`src/rtl/col_fifo_drain.sv`:
```
// Column-FIFO drain: pops one word from every participating column FIFO and
// serialises the words, one per cycle, into the final result FIFO.
module col_fifo_drain #(
  parameter int COL        = 3,
  parameter int DW         = 9,
  parameter int MSB_FIRST  = 1,
  parameter int SKIP_EMPTY = 0,
  parameter int RCW        = 16,
  localparam int CW        = (COL > 1) ? $clog2(COL) : 1
) (
  input  logic              i_clk,
  input  logic              i_rst,
  input  logic [DW*COL-1:0] i_data,
  input  logic [COL-1:0]    i_fifo_empty,
  input  logic              i_out_full,
  output logic [COL-1:0]    o_read_enable,
  output logic [DW-1:0]     o_data,
  output logic              wr_en_final_fifo,
  output logic [CW-1:0]     o_col_id,
  output logic              o_busy,
  output logic [RCW-1:0]    o_rows
);

  // Output handshake: every cycle with wr_en_final_fifo high transfers exactly
  // one word (o_data/o_col_id). i_out_full, sampled only while sending, holds
  // back the next word; o_data/o_col_id keep their last value when no write.
  localparam logic [1:0] ST_IDLE = 2'd0;
  localparam logic [1:0] ST_WAIT = 2'd1;
  localparam logic [1:0] ST_SNAP = 2'd2;
  localparam logic [1:0] ST_SEND = 2'd3;

  logic [1:0]     state;
  logic [COL-1:0] mask;
  logic [DW-1:0]  snap [COL];
  logic [CW-1:0]  ptr;
  logic [CW:0]    first_hit;
  logic [CW:0]    next_hit;
  logic [DW-1:0]  cur_word;
  logic           launch;
  logic [COL-1:0] launch_mask;

  // Position of a column in emission order (0 = emitted first).
  function automatic int emit_pos(input logic [CW-1:0] col);
    return (MSB_FIRST != 0) ? (COL - 1 - int'(col)) : int'(col);
  endfunction

  // First masked column at emission position >= start; MSB is a found flag.
  function automatic logic [CW:0] scan_from(input logic [COL-1:0] m, input int start);
    logic [CW:0] hit;
    int          c;
    hit = '0;
    for (int p = COL - 1; p >= 0; p--) begin
      c = (MSB_FIRST != 0) ? (COL - 1 - p) : p;
      if (p >= start && m[c]) hit = {1'b1, c[CW-1:0]};
    end
    return hit;
  endfunction

  assign launch      = (SKIP_EMPTY != 0) ? ~&i_fifo_empty : ~|i_fifo_empty;
  assign launch_mask = (SKIP_EMPTY != 0) ? ~i_fifo_empty : '1;
  assign o_busy      = (state != ST_IDLE);

  always_comb begin
    first_hit = scan_from(mask, 0);
    next_hit  = scan_from(mask, emit_pos(ptr) + 1);
    cur_word  = '0;
    for (int c = 0; c < COL; c++) begin
      if (ptr == c[CW-1:0]) cur_word = snap[c];
    end
  end

  always_ff @(posedge i_clk) begin
    if (i_rst) begin
      state            <= ST_IDLE;
      mask             <= '0;
      ptr              <= '0;
      o_read_enable    <= '0;
      o_data           <= '0;
      wr_en_final_fifo <= 1'b0;
      o_col_id         <= '0;
      o_rows           <= '0;
      for (int c = 0; c < COL; c++) snap[c] <= '0;
    end else begin
      case (state)
        ST_IDLE: begin
          wr_en_final_fifo <= 1'b0;
          if (launch) begin
            mask          <= launch_mask;
            o_read_enable <= launch_mask;
            state         <= ST_WAIT;
          end else begin
            o_read_enable <= '0;
          end
        end
        ST_WAIT: begin
          // FIFO read latency: popped words appear on i_data next cycle.
          o_read_enable <= '0;
          state         <= ST_SNAP;
        end
        ST_SNAP: begin
          for (int c = 0; c < COL; c++) snap[c] <= i_data[c*DW +: DW];
          ptr   <= first_hit[CW-1:0];
          state <= first_hit[CW] ? ST_SEND : ST_IDLE;
        end
        ST_SEND: begin
          if (i_out_full) begin
            wr_en_final_fifo <= 1'b0;
          end else begin
            o_data           <= cur_word;
            o_col_id         <= ptr;
            wr_en_final_fifo <= 1'b1;
            if (next_hit[CW]) begin
              ptr <= next_hit[CW-1:0];
            end else begin
              o_rows <= o_rows + RCW'(1);
              state  <= ST_IDLE;
            end
          end
        end
        default: state <= ST_IDLE;
      endcase
    end
  end

endmodule

```
`config.mk`:
```
export PLATFORM = sky130hd
export DESIGN_NAME = col_fifo_drain
export DESIGN_NICKNAME = d
export VERILOG_FILES = /design/src/rtl/col_fifo_drain.sv
export SDC_FILE = /design/constraint.sdc
export NUM_CORES = 1
export LEC_CHECK = 0
export CAP_MARGIN = 20
export CORE_ASPECT_RATIO = 1.25
export CORE_UTILIZATION = 45
export CTS_CLUSTER_DIAMETER = 40
export CTS_CLUSTER_SIZE = 16
export DETAILED_ROUTE_END_ITERATION = 8
export PLACE_DENSITY = 0.76
export SKIP_LAST_GASP = 1
export SLEW_MARGIN = 15
export SYNTH_ARGS = -nofsm -noshare
export SYNTH_HDL_FRONTEND = slang
export SYNTH_SLANG_ARGS = --single-unit
```
`constraint.sdc`:
```
create_clock -name i_clk -period 1.95 [get_ports i_clk]
set_clock_uncertainty 0.1 [all_clocks]
set_input_delay 0.39 -clock i_clk [delete_from_list [all_inputs] [get_ports i_clk]]
set_output_delay 0.39 -clock i_clk [all_outputs]
set_load 0.05 [all_outputs]
```
==> metrics <==
fillers roughly 470; internal reg-to-reg setup slack ~0.0039 ns; post-layout instance area 0.00374 mm^2; # port buffers between 60 and 70; # DRC 0; hold-fix buffer count after cts 0; initial antenna violation count 0; Core ar. roughly 0.0058 mm^2; total gr overflow 0; global-route wire length before repair 8960 um; Ys Warns 0; Final Hold Viols 0; crit path kind register to register; Syn Area/Cell just over 10 um^2; status completed; die height around 89 um; clock slew at reported path FFs roughly 0.070 ns; CTS HTree Levels 3; Clk pwr share between 30% and 40%; setup ws final between 0.003 and 0.004 ns; #FFs+latches synth 61; Post-Syn Nets slightly above 300; Startpoint Class register; most instantiated cells after synthesis dfxtp_1 (34), nor2_1 (30), and2_1 (27), edfxtp_1 (27); LEAKAGE 0.00144 uW; die footprint about 0.0064 mm^2; post-synth top area cell edfxtp_1; final WL 5620 um; final core occ between 60% and 70%; Post-Syn Area 0.00273 mm^2; gpl congestion ~0.84; row cnt 31; Pins Over Slew Limit 0; detailed-route via count around 2,200; Routed Antenna Nets 0; sequential-to-total area share from yosys stat about 55%; Peak VDD IR 0.517 mV; sw power approximately 800 uW; unrepaired setup endpoints after global routing yes; initial core utilization 46.8%; Post CTS Setup Buffer Count 0; Sw Share a little over a quarter; Placement Setup Slack -0.346 ns; Arr. time, crit path between 2 and 2.5 ns; GRT Util Overall a little under a fifth; multi-input combinational cell area around 0.0012 mm^2; CP max FO 5; Cells after Synth roughly 260; setup violators final 0; Storage cell area about 0.0015 mm^2; WL per Instance around 14 um; die width roughly 72 um; CTS tree built; hold_sp o_col_id[0]$_SDFFE_PP0P_; Crit Reg-Reg Endpoint o_rows[13]$_SDFFE_PP0P_; Comb pwr share between 10% and 20%; Hold Path End o_col_id[0]$_SDFFE_PP0P_; Max Clock Freq about 500 MHz; Via density roughly 5.3; Reg2Reg Depth 4; most frequent cell after synthesis dfxtp_1; io pins 65; Internal 2250 uW; clock period minus worst slack between 1.5 and 2 ns; ranking of synthesized cells by area edfxtp_1 (30%), dfxtp_1 (25%), and2_1 (6.2%); Final period util 99.8%; final net count ~380; share of layout cells above drive strength 1 between 20% and 30%; Worst EP required approximately 2 ns; clock latency on the worst-skew pair 0.34 ns; DPL Wire Length about 3800 um; Antenna diodes 0; number of global-route vias before repair 2,033; CTS Buffer Depth 2; Post-synth EDFFs 27; worst slew pin tran 0.711 ns; worst relative slew slack 52.4%; HP Class register to register; CTS Buf Count 9; initial DRC count between 100 and 150; Synth cell types 39; top-area cell type share of the netlist area between 20 and 30%; Hold Path Stages 2; ys flop type dfxtp_1; Area Growth Syn to Fin 37.3%; pwr dens 821 mW/mm^2; drt first pass iters 4; max_cap viols 0; sequential power share between 40% and 50%; Post-DP Area between 0.003 and 0.004 mm^2; clock sink count 61; largest net degree at the start of global routing 36; asr flop ratio synth 0%; CTS Root Buffer Type clkbuf_8; RR Startpoint ptr[1]$_SDFFE_PP0P_; crit end category register
## final cells by class
cell class / instances / area share (%)
Clock buffer: 9 / 3.31
Timing Repair Buffer: 86 / 19.8
Clock inverter: 7 / 2.04
Inverter: 5 / 0.502
Sequential cell: 61 / 40.6
Tap cell: 66 / 2.21
Multi-Input combinational cell: 182 / 31.5
## registers in the layout (all words and copies together), names as in the netlist
name              count
mask                  1
o_data                9
snap                 27
wr_en_final_fifo      1
o_rows               16
o_read_enable         1
state                 2
o_col_id              2
ptr                   2
## critical path, stage by stage (launching register included)
cell and delay (ns):
dfxtp_2 0.34, o21a_4 0.22, or4_2 0.75, o31ai_1 0.30
a21oi_1 0.11
## cell usage in the layout, fill, tap and decap left out, types with 2 or more instances in the layout
cell type	instances
dfxtp_1	23
nor2_1	30
xor2_1	3
nand2b_1	2
nor2b_1	4
a21oi_1	14
clkinv_4	3
dfxtp_2	5
inv_1	5
nand2_1	14
clkdlybuf4s50_1	31
o31ai_1	3
ha_1	5
clkinvlp_4	2
or4_2	2
clkbuf_8	9
nand3_1	7
mux2i_1	11
or4_1	4
or3_2	2
edfxtp_1	27
a211oi_1	9
o21ai_0	4
and2_1	27
buf_4	53
nand4_1	3
nor3_1	12
nor4_1	5
xnor2_1	5
dfxtp_4	6
## what timing repair did
item / in CTS / in global routing
gates resized for setup: 1 / 7
hold endpoints to repair: 0 / 0
pin swaps: 0 / 2
gates cloned: 0 / 1
endpoints found under the setup margin: 1 / 8
## how the worst max path moves through the flow
stage                                endpoint  depth (start not counted)                  start  slack, ns
floorplan             o_rows[13]$_SDFFE_PP0P_                          6    ptr[1]$_SDFFE_PP0P_      -0.08
global placement    snap[0][10]$_SDFFCE_PN0P_                          3                  i_rst      -0.32
detailed placement    o_rows[13]$_SDFFE_PP0P_                          5             i_out_full      -0.35
CTS                   o_rows[13]$_SDFFE_PP0P_                          5  state[0]$_SDFFE_PP0P_      -0.03
global route          o_rows[13]$_SDFFE_PP0P_                          5  state[0]$_SDFFE_PP0P_      -0.05
finish                o_rows[13]$_SDFFE_PP0P_                          4    ptr[1]$_SDFFE_PP0P_      0.004
## cells by family after synthesis
| logic type | after synthesis | synth area share (%) |
|---|---|---|
| AO/OA/AOI/OAI | 35 | 8.45 |
| buffers and inverters | 22 | 3.49 |
| adder cells (fa/ha/maj) | 6 | 2.75 |
| flip-flops | 61 | 54.7 |
| multiplexers | 12 | 4.45 |
| AND/OR/NAND/NOR | 120 | 23.6 |
| XOR/XNOR | 8 | 2.57 |
## per-stage QoR
stage	total power (uW)	setup TNS [ns]	instances	hold WS [ns]
after floorplan	1760	-0.280	264	0.392
after global placement	1960	-10.47	399	0.357
after detailed placement	1970	-3.65	399	0.362
after CTS	3080	-0.0329	415	0.372
after global routing	3190	-0.148	416	0.409
final	3070	0	416	0.370
## routing by layer
metal	track usage [%]	vias to the layer above	routed length (um)
li1	-	1098	-
met1	21.4	1027	2340
met2	31.7	85	2880
met3	3.49	9	295
met4	11.1	0	110
met5	0	-	0
## power groups by stage
| stage | clock network [uW] | logic, uW | registers, uW |
|---|---|---|---|
| 2_1_floorplan | 0 | 244 | 1510 |
| 3_3_place_gp | 0 | 473 | 1480 |
| 3_5_place_dp | 0 | 483 | 1490 |
| 4_1_cts | 1140 | 484 | 1460 |
| 5_1_grt | 1190 | 525 | 1480 |
| 6_report | 1120 | 483 | 1470 |
Power figures use the tool's default switching activity.
